<file path="src/rtl/trap_pkg.sv">
// Shared constants and FSM state encoding for the machine-mode trap/MRET sequencer.
package trap_pkg;

    localparam logic [11:0] CSR_MTVEC  = 12'h305;
    localparam logic [11:0] CSR_MEPC   = 12'h341;
    localparam logic [11:0] CSR_MCAUSE = 12'h342;
    localparam logic [11:0] CSR_MTVAL  = 12'h343;

    localparam logic [3:0] F3_CSRRW  = 4'd1;
    localparam logic [3:0] F3_CSRRS  = 4'd2;
    localparam logic [3:0] F3_CSRRC  = 4'd3;
    localparam logic [3:0] F3_CSRRWI = 4'd5;
    localparam logic [3:0] F3_CSRRSI = 4'd6;
    localparam logic [3:0] F3_CSRRCI = 4'd7;

    localparam logic [1:0] MTVEC_MODE_DIRECT   = 2'b00;
    localparam logic [1:0] MTVEC_MODE_VECTORED = 2'b01;

    typedef enum logic [3:0] {
        IDLE     = 4'd0,
        T_EPC    = 4'd1,
        T_CAUSE  = 4'd2,
        T_TVAL   = 4'd3,
        T_VEC    = 4'd4,
        T_WAIT   = 4'd5,
        M_EPC    = 4'd6,
        M_WAIT   = 4'd7,
        REDIRECT = 4'd8
    } state_e;

endpackage

</file>
<file path="src/rtl/trap_ctrl_if.sv">
// Bundle of trap/MRET requests, pipeline CSR requests, CSR-file port and redirect outputs.
interface trap_ctrl_if #(
    parameter int XLEN = 32
);
    import trap_pkg::*;

    // Handshakes: exc/irq/mret_valid are levels held by the requester until a
    // one-cycle trap_ack; a pipeline CSR access completes only in a cycle where
    // pipe_csr_gnt is high, otherwise the pipeline keeps pipe_csr_req asserted.
    logic            exc_valid;
    logic [4:0]      exc_cause;
    logic [XLEN-1:0] exc_pc;
    logic [XLEN-1:0] exc_tval;
    logic            irq_valid;
    logic [4:0]      irq_cause;
    logic [XLEN-1:0] irq_pc;
    logic            mret_valid;
    logic            trap_ack;

    logic            pipe_csr_req;
    logic [11:0]     pipe_csr_addr;
    logic [3:0]      pipe_csr_funct3;
    logic [XLEN-1:0] pipe_csr_wdata;
    logic            pipe_csr_we;
    logic            pipe_csr_re;
    logic            pipe_csr_gnt;

    logic [11:0]     csr_addr;
    logic [3:0]      csr_funct3;
    logic [XLEN-1:0] csr_wdata;
    logic            csr_we;
    logic            csr_re;
    logic [XLEN-1:0] csr_rdata;

    logic            stall;
    logic            redirect_valid;
    logic [XLEN-1:0] redirect_pc;
    state_e          dbg_state;

    modport master (
        output exc_valid, exc_cause, exc_pc, exc_tval,
        output irq_valid, irq_cause, irq_pc, mret_valid,
        output pipe_csr_req, pipe_csr_addr, pipe_csr_funct3, pipe_csr_wdata,
        output pipe_csr_we, pipe_csr_re, csr_rdata,
        input  trap_ack, pipe_csr_gnt, csr_addr, csr_funct3, csr_wdata,
        input  csr_we, csr_re, stall, redirect_valid, redirect_pc, dbg_state
    );

    modport slave (
        input  exc_valid, exc_cause, exc_pc, exc_tval,
        input  irq_valid, irq_cause, irq_pc, mret_valid,
        input  pipe_csr_req, pipe_csr_addr, pipe_csr_funct3, pipe_csr_wdata,
        input  pipe_csr_we, pipe_csr_re, csr_rdata,
        output trap_ack, pipe_csr_gnt, csr_addr, csr_funct3, csr_wdata,
        output csr_we, csr_re, stall, redirect_valid, redirect_pc, dbg_state
    );

endinterface

</file>
<file path="src/rtl/trap_vec_calc.sv">
// Trap target PC from mtvec: direct base, or base + 4*cause for vectored interrupts.
module trap_vec_calc
    import trap_pkg::*;
#(
    parameter int XLEN        = 32,
    parameter bit VECTORED_EN = 1'b1
) (
    input  logic [XLEN-1:0] i_tvec,
    input  logic            i_is_irq,
    input  logic [4:0]      i_cause,
    output logic [XLEN-1:0] o_pc
);

    logic [XLEN-1:0] w_base;
    logic [XLEN-1:0] w_offset;
    logic            w_vectored;

    assign w_base     = {i_tvec[XLEN-1:2], 2'b00};
    assign w_offset   = {{(XLEN-7){1'b0}}, i_cause, 2'b00};
    assign w_vectored = VECTORED_EN && (i_tvec[1:0] == MTVEC_MODE_VECTORED) && i_is_irq;
    // The add is left to wrap at XLEN bits.
    assign o_pc       = w_vectored ? (w_base + w_offset) : w_base;

endmodule

</file>
<file path="src/rtl/trap_ctrl.sv">
// Machine-mode trap/MRET sequencer owning the single CSR port, with pipeline CSR passthrough.
module trap_ctrl
    import trap_pkg::*;
#(
    parameter int XLEN        = 32,
    parameter bit VECTORED_EN = 1'b1
) (
    input  logic         clk,
    input  logic         rst,
    trap_ctrl_if.slave   bus
);

    state_e          r_state;
    state_e          w_next;
    logic [XLEN-1:0] r_pc;
    logic [4:0]      r_cause;
    logic            r_is_irq;
    logic [XLEN-1:0] r_tval;
    logic [XLEN-1:0] r_redirect_pc;

    logic            w_trap_req;
    logic            w_any_req;
    logic            w_ack;
    logic            w_gnt;
    logic [11:0]     w_addr;
    logic [3:0]      w_funct3;
    logic [XLEN-1:0] w_wdata;
    logic            w_we;
    logic            w_re;
    logic            w_redirect_valid;
    logic [XLEN-1:0] w_mcause;
    logic [XLEN-1:0] w_vec_pc;

    assign w_trap_req = bus.exc_valid | bus.irq_valid;
    assign w_any_req  = w_trap_req | bus.mret_valid;
    assign w_mcause   = {r_is_irq, {(XLEN-6){1'b0}}, r_cause};

    trap_vec_calc #(
        .XLEN        (XLEN),
        .VECTORED_EN (VECTORED_EN)
    ) u_vec_calc (
        .i_tvec   (bus.csr_rdata),
        .i_is_irq (r_is_irq),
        .i_cause  (r_cause),
        .o_pc     (w_vec_pc)
    );

    always_ff @(posedge clk or negedge rst) begin
        if (!rst) begin
            r_state       <= IDLE;
            r_pc          <= '0;
            r_cause       <= '0;
            r_is_irq      <= 1'b0;
            r_tval        <= '0;
            r_redirect_pc <= '0;
        end else begin
            r_state <= w_next;
            if (w_ack) begin
                if (bus.exc_valid) begin
                    r_pc     <= bus.exc_pc;
                    r_cause  <= bus.exc_cause;
                    r_is_irq <= 1'b0;
                    r_tval   <= bus.exc_tval;
                end else if (bus.irq_valid) begin
                    r_pc     <= bus.irq_pc;
                    r_cause  <= bus.irq_cause;
                    r_is_irq <= 1'b1;
                    r_tval   <= '0;
                end else begin
                    r_pc     <= '0;
                    r_cause  <= '0;
                    r_is_irq <= 1'b0;
                    r_tval   <= '0;
                end
            end
            if (r_state == T_WAIT) begin
                r_redirect_pc <= w_vec_pc;
            end else if (r_state == M_WAIT) begin
                r_redirect_pc <= {bus.csr_rdata[XLEN-1:2], 2'b00};
            end
        end
    end

    always_comb begin
        w_next           = r_state;
        w_ack            = 1'b0;
        w_gnt            = 1'b0;
        w_addr           = '0;
        w_funct3         = '0;
        w_wdata          = '0;
        w_we             = 1'b0;
        w_re             = 1'b0;
        w_redirect_valid = 1'b0;
        case (r_state)
            IDLE: begin
                // IDLE outputs follow live inputs, so rst also gates them to keep reset quiet.
                if (rst && w_any_req) begin
                    w_ack  = 1'b1;
                    w_next = w_trap_req ? T_EPC : M_EPC;
                end else if (rst && bus.pipe_csr_req) begin
                    w_gnt    = 1'b1;
                    w_addr   = bus.pipe_csr_addr;
                    w_funct3 = bus.pipe_csr_funct3;
                    w_wdata  = bus.pipe_csr_wdata;
                    w_we     = bus.pipe_csr_we;
                    w_re     = bus.pipe_csr_re;
                end
            end
            T_EPC: begin
                w_we     = 1'b1;
                w_addr   = CSR_MEPC;
                w_funct3 = F3_CSRRW;
                w_wdata  = r_pc;
                w_next   = T_CAUSE;
            end
            T_CAUSE: begin
                w_we     = 1'b1;
                w_addr   = CSR_MCAUSE;
                w_funct3 = F3_CSRRW;
                w_wdata  = w_mcause;
                w_next   = T_TVAL;
            end
            T_TVAL: begin
                w_we     = 1'b1;
                w_addr   = CSR_MTVAL;
                w_funct3 = F3_CSRRW;
                w_wdata  = r_tval;
                w_next   = T_VEC;
            end
            T_VEC: begin
                w_re     = 1'b1;
                w_addr   = CSR_MTVEC;
                w_funct3 = F3_CSRRW;
                w_next   = T_WAIT;
            end
            T_WAIT:   w_next = REDIRECT;
            M_EPC: begin
                w_re     = 1'b1;
                w_addr   = CSR_MEPC;
                w_funct3 = F3_CSRRW;
                w_next   = M_WAIT;
            end
            M_WAIT:   w_next = REDIRECT;
            REDIRECT: begin
                w_redirect_valid = 1'b1;
                w_next           = IDLE;
            end
            default:  w_next = IDLE;
        endcase
    end

    assign bus.trap_ack       = w_ack;
    assign bus.pipe_csr_gnt   = w_gnt;
    assign bus.csr_addr       = w_addr;
    assign bus.csr_funct3     = w_funct3;
    assign bus.csr_wdata      = w_wdata;
    assign bus.csr_we         = w_we;
    assign bus.csr_re         = w_re;
    assign bus.stall          = (r_state != IDLE);
    assign bus.redirect_valid = w_redirect_valid;
    assign bus.redirect_pc    = r_redirect_pc;
    assign bus.dbg_state      = r_state;

endmodule

</file>
<file path="src/flat_wrapper.sv">
// flat-port wrapper written by rule: the top's interface ports become plain ports
module trap_ctrl_flat import trap_pkg::*;
#(
    parameter int XLEN        = 32,
    parameter bit VECTORED_EN = 1'b1
)
  (clk, rst, bus_exc_valid, bus_exc_cause, bus_exc_pc, bus_exc_tval, bus_irq_valid, bus_irq_cause, bus_irq_pc, bus_mret_valid, bus_pipe_csr_req, bus_pipe_csr_addr, bus_pipe_csr_funct3, bus_pipe_csr_wdata, bus_pipe_csr_we, bus_pipe_csr_re, bus_csr_rdata, bus_trap_ack, bus_pipe_csr_gnt, bus_csr_addr, bus_csr_funct3, bus_csr_wdata, bus_csr_we, bus_csr_re, bus_stall, bus_redirect_valid, bus_redirect_pc, bus_dbg_state);
  trap_ctrl_if #(.XLEN(XLEN)) bus_i ();
  input  logic clk;
  input  logic rst;
  input wire logic [$bits(bus_i.exc_valid)-1:0] bus_exc_valid;
  input wire logic [$bits(bus_i.exc_cause)-1:0] bus_exc_cause;
  input wire logic [$bits(bus_i.exc_pc)-1:0] bus_exc_pc;
  input wire logic [$bits(bus_i.exc_tval)-1:0] bus_exc_tval;
  input wire logic [$bits(bus_i.irq_valid)-1:0] bus_irq_valid;
  input wire logic [$bits(bus_i.irq_cause)-1:0] bus_irq_cause;
  input wire logic [$bits(bus_i.irq_pc)-1:0] bus_irq_pc;
  input wire logic [$bits(bus_i.mret_valid)-1:0] bus_mret_valid;
  input wire logic [$bits(bus_i.pipe_csr_req)-1:0] bus_pipe_csr_req;
  input wire logic [$bits(bus_i.pipe_csr_addr)-1:0] bus_pipe_csr_addr;
  input wire logic [$bits(bus_i.pipe_csr_funct3)-1:0] bus_pipe_csr_funct3;
  input wire logic [$bits(bus_i.pipe_csr_wdata)-1:0] bus_pipe_csr_wdata;
  input wire logic [$bits(bus_i.pipe_csr_we)-1:0] bus_pipe_csr_we;
  input wire logic [$bits(bus_i.pipe_csr_re)-1:0] bus_pipe_csr_re;
  input wire logic [$bits(bus_i.csr_rdata)-1:0] bus_csr_rdata;
  output wire logic [$bits(bus_i.trap_ack)-1:0] bus_trap_ack;
  output wire logic [$bits(bus_i.pipe_csr_gnt)-1:0] bus_pipe_csr_gnt;
  output wire logic [$bits(bus_i.csr_addr)-1:0] bus_csr_addr;
  output wire logic [$bits(bus_i.csr_funct3)-1:0] bus_csr_funct3;
  output wire logic [$bits(bus_i.csr_wdata)-1:0] bus_csr_wdata;
  output wire logic [$bits(bus_i.csr_we)-1:0] bus_csr_we;
  output wire logic [$bits(bus_i.csr_re)-1:0] bus_csr_re;
  output wire logic [$bits(bus_i.stall)-1:0] bus_stall;
  output wire logic [$bits(bus_i.redirect_valid)-1:0] bus_redirect_valid;
  output wire logic [$bits(bus_i.redirect_pc)-1:0] bus_redirect_pc;
  output wire logic [$bits(bus_i.dbg_state)-1:0] bus_dbg_state;
  assign bus_i.exc_valid = bus_exc_valid;
  assign bus_i.exc_cause = bus_exc_cause;
  assign bus_i.exc_pc = bus_exc_pc;
  assign bus_i.exc_tval = bus_exc_tval;
  assign bus_i.irq_valid = bus_irq_valid;
  assign bus_i.irq_cause = bus_irq_cause;
  assign bus_i.irq_pc = bus_irq_pc;
  assign bus_i.mret_valid = bus_mret_valid;
  assign bus_i.pipe_csr_req = bus_pipe_csr_req;
  assign bus_i.pipe_csr_addr = bus_pipe_csr_addr;
  assign bus_i.pipe_csr_funct3 = bus_pipe_csr_funct3;
  assign bus_i.pipe_csr_wdata = bus_pipe_csr_wdata;
  assign bus_i.pipe_csr_we = bus_pipe_csr_we;
  assign bus_i.pipe_csr_re = bus_pipe_csr_re;
  assign bus_i.csr_rdata = bus_csr_rdata;
  assign bus_trap_ack = bus_i.trap_ack;
  assign bus_pipe_csr_gnt = bus_i.pipe_csr_gnt;
  assign bus_csr_addr = bus_i.csr_addr;
  assign bus_csr_funct3 = bus_i.csr_funct3;
  assign bus_csr_wdata = bus_i.csr_wdata;
  assign bus_csr_we = bus_i.csr_we;
  assign bus_csr_re = bus_i.csr_re;
  assign bus_stall = bus_i.stall;
  assign bus_redirect_valid = bus_i.redirect_valid;
  assign bus_redirect_pc = bus_i.redirect_pc;
  assign bus_dbg_state = bus_i.dbg_state;
  trap_ctrl #(.XLEN(XLEN), .VECTORED_EN(VECTORED_EN)) u_core (.clk(clk), .rst(rst), .bus(bus_i));
endmodule
</file>
<file path="config.mk">
export PLATFORM = sky130hd
export DESIGN_NAME = trap_ctrl_flat
export DESIGN_NICKNAME = d
export VERILOG_FILES = /design/src/rtl/trap_pkg.sv /design/src/rtl/trap_ctrl_if.sv /design/src/rtl/trap_vec_calc.sv /design/src/rtl/trap_ctrl.sv /design/src/flat_wrapper.sv
export SDC_FILE = /design/constraint.sdc
export NUM_CORES = 1
export LEC_CHECK = 0
export CAP_MARGIN = 20
export CELL_PAD_IN_SITES_DETAIL_PLACEMENT = 1
export CELL_PAD_IN_SITES_GLOBAL_PLACEMENT = 1
export CORE_ASPECT_RATIO = 0.6
export CORE_UTILIZATION = 30
export CTS_BUF_LIST = sky130_fd_sc_hd__clkbuf_4 sky130_fd_sc_hd__clkbuf_8 sky130_fd_sc_hd__clkbuf_16
export DETAILED_ROUTE_END_ITERATION = 7
export PLACE_DENSITY_LB_ADDON = 0.3
export SLEW_MARGIN = 25
export SYNTH_ARGS = -nofsm -noshare
export SYNTH_HDL_FRONTEND = slang
export SYNTH_SLANG_ARGS = --single-unit
</file>
<file path="constraint.sdc">
create_clock -name clk -period 2.55 [get_ports clk]
set_clock_uncertainty 0.1 [all_clocks]
set_input_delay 0.6375 -clock clk [delete_from_list [all_inputs] [get_ports clk]]
set_output_delay 0.6375 -clock clk [all_outputs]
set_load 0.03 [all_outputs]
</file>
==> impl_metrics.toml <==
[timing]
post-route-period-util_pct = 105
setup_viol = 45
worstMarginPinSlew_ns = 0.995
slew_viol_final = 0
period_minus_slack_ns = 2.67
final.setup.worst_slack_ns = -0.122
grt_setup_unrepaired = "true"
clock.fmax_mhz = 374
fin_tns_setup_ns = -3.45
relSlewSlack_pct = 33.7
final-hold-violation-count = 0

[floorplan]
dieHeight_um = 114
start_util_pct = 31.1
die_w_um = 189
num_rows = 40
dieArea_mm2 = 0.0216
coreArea_mm2 = 0.0203
pin_count = 284

[synth]
synth_top_cell_area_share_pct = 41.3
netlist_area_mm2 = 0.00630
synth_area_leaders = "dfrtp_1 41%, nand2_1 8.5%, nor2_1 7.2%, a221oi_2 5.5%, nand3_1 3.4%"
ys.flop_type = "dfrtp_1"
seq_area_frac_synth_pct = 41.3
synth_edf_count = 0
synthArstFlopShare_pct = 100
synth_warnings = 0
syn_avg_cell_area_um2 = 8.70
synth.distinct_cells = 61
yosys_register_bits = 104
synth_top_cell_by_area = "dfrtp_1"
synthCells = 724

[power]
p_per_area_mw_per_mm2 = 1050
p_int_w = 0.00615
ir_drop_v = 0.000665
clockPowerShare_pct = 12.9
p_seq_share_pct = 25.3
p_comb_share_pct = 61.8
power_switching_w = 0.00525
swShare_pct = 46.0
p_leak_nw = 4.71

[placed_design]
dp_slack_ns = -0.485
gp_congestion = 0.843
hpwlAfterDp_um = 19100
portBuffers = 281

[worst_setup_path]
setup.worst_path.end = "bus_csr_funct3[2]"
crit_chain = "nor2_4 > nand3_4 > nor2_4 > buf_12 > buf_6 > clkbuf_16 > and2_1 > buf_6"
reg2reg_depth = 7
r2r_start = "u_core.r_cause[0]"
cp_num_cells = 8
crit_required_ns = 1.81
end_kind = "output pin"
worst-r2r-setup-slack_ns = 0.22
start_kind = "flop"
critPathLaunch = "u_core.bus.dbg_state[3]"
cpPeakStageDelay_ns = 0.46
cp_max_fo = 10
arrival_ns = 1.93
cp_slowest_cell = "dfrtp_2"
rr_endpoint = "u_core.bus.redirect_pc[16]"
path_class = "flop to output pin"
cpLargestDelayFamily = "simple AND/OR/NAND/NOR gates"
path_buf_inv = 4

[status]
status = "complete, but fails checks"
violations = "negative setup slack"

[clock_tree]
hold_buffers = 0
cts_max_level = 3
insertion_delay_ns = 0.35
cts.sinks = 104
numCtsBuffers = 9
clk_pin_slew_ns = 0.08
clockBufferDepth = 2
cts_tree = "yes"
clockRootBuffer = "clkbuf_16"

[grt]
grtUsageTotal_pct = 24.2
antenna_found_initial = 0
grt_pass1_vias = 6893
grt_pass1_wl_um = 40000
grt_overflow_total = 0
grt_max_degree = 73

[drt]
drc = 0
routedWlPerCell_um = 19.9
drt-pass1-iter-count = 4
postRouteAntennaNets = 0
viasPerCell = 4.96
drtIter0Drc = 354
routed_wirelength_um = 26600
num_vias = 6635

[layout]
final_util_pct = 53.5
fin_nets = 1259
seq_area_mm2 = 0.00261
area.growth.synth_to_final_pct = 72.0
post_route_cells_drive_above_1_share_pct = 28.4
multi_input_area_mm2 = 0.00369
antennaDiodeCount = 0
n_fill_cell = 2292

[job]
cap_violations = 0

[min_path]
min_path_type = "input port to async pin"
[cells by family (layout without fill, tap and decap cells)]
kind of cell             Yosys count  after routing  synth area share, %
buffers and inverters             61            400                 5.12
AND/OR/NAND/NOR                  368            368                 27.9
other                              1              2               0.0595
flip-flops                       104            104                 41.3
AO/OA/AOI/OAI                    138            138                 17.4
multiplexers                      22             22                 3.57
XOR/XNOR                          24             24                 3.34
adder cells (fa/ha/maj)            6              6                 1.31
[worst register-to-register path, cell delays in order, from the launching register on]
cell and delay [ns]:
dfrtp_1 0.40, ha_2 0.21, fa_2 0.41, a211o_1 0.38, a21o_1 0.24, and4b_2 0.26
xnor2_1 0.13, o21ai_0 0.08
[worst min-delay path by stage]
stage / from / end / cells after the start
floorplan: rst / u_core.bus.dbg_state[0] / 0
global placement: u_core.r_tval[18] / u_core.r_tval[18] / 2
detailed placement: u_core.r_tval[3] / u_core.r_tval[3] / 2
CTS: rst / u_core.bus.redirect_pc[6] / 2
finish: rst / u_core.bus.redirect_pc[6] / 2
global route: u_core.r_tval[24] / u_core.r_tval[24] / 2
[power groups by stage]
| stage | clock network (W) | registers (W) | logic [W] |
|---|---|---|---|
| detailed placement | 0 | 0.00290 | 0.00650 |
| global route | 0.00158 | 0.00297 | 0.00755 |
| global placement | 0 | 0.00286 | 0.00639 |
| floorplan | 0 | 0.00330 | 0.00329 |
| CTS | 0.00152 | 0.00288 | 0.00689 |
| finish | 0.00147 | 0.00289 | 0.00704 |
[synthesized netlist by cell type, types with 2 or more instances]
cell type,count
or3_1,2
inv_1,3
buf_4,9
mux2i_1,18
nor2_1,121
nand2_1,142
nor4_1,2
mux2_2,4
buf_1,3
o21a_1,2
and3_2,3
a211oi_1,4
a31oi_1,2
nand4_4,2
a221oi_1,14
nand3_1,43
o21ai_1,17
xor2_1,7
nor2b_1,2
buf_2,17
dfrtp_1,104
a221oi_2,23
and4_1,2
and2_1,12
buf_6,5
ha_1,5
clkbuf_1,22
nor4_2,8
a32o_1,2
xnor2_1,17
nor4b_2,3
nand4_1,8
or2_1,2
a21o_1,4
a21oi_1,26
o21ai_0,19
a22oi_1,16
nor3_1,6
[state kept, by name, summed over array words and instances, names as in the netlist]
register,count
u_core.r_pc,32
u_core.r_tval,32
u_core.bus.redirect_pc,30
u_core.r_cause,5
u_core.bus.dbg_state,4
u_core.r_is_irq,1
[layout make-up]
class / instances / area share [%]
multi-input cells: 560 / 34.1
well taps: 273 / 3.15
clock buffers: 9 / 2.08
clock inverters: 7 / 0.843
flip-flops and latches: 104 / 24.1
inverters: 5 / 0.219
repair buffers: 379 / 35.6
[per-stage QoR]
step | area (um^2) | cells | hold WS [ns] | power [W]
after detailed placement | 9890 | 1306 | 0.358 | 0.00940
final | 10800 | 1337 | 0.356 | 0.0114
after floorplan | 6410 | 725 | 0.242 | 0.00659
after global routing | 10800 | 1337 | 0.391 | 0.0121
after CTS | 10700 | 1333 | 0.377 | 0.0113
after global placement | 9890 | 1306 | 0.346 | 0.00925
[cells in the final DEF, fill, tap and decap left out, drive strengths merged, types with 5 or more instances in the layout]
cell type      instances
clkdlybuf4s50        219
buf                  155
nand2                143
nor2                 122
dfrtp                104
nand3                 43
a221oi                37
o21ai                 37
a21oi                 27
mux2i                 18
xnor2                 17
a22oi                 16
and2                  12
clkbuf                11
nor4                  11
nand4                 10
inv                    9
xor2                   7
nor3                   7
ha                     5
[routing by layer]
metal | routed length [um] | share of wire, % | track usage (%) | up-vias
li1 | - | - | - | 3204
met1 | 12400 | 47 | 33.8 | 3207
met2 | 11900 | 45 | 37.8 | 206
met3 | 1850 | 7.0 | 5.76 | 18
met4 | 350 | 1.3 | 5.54 | 0
met5 | 0 | 0 | 0 | -
[timing repair]
item                                    in CTS  in global routing
resized for setup                           87                 43
cloned                                       3                  2
setup buffers                                9                  4
pin swaps                                   14                 17
endpoints found under the setup margin      61                 69
(Power assumes the default switching activity.)
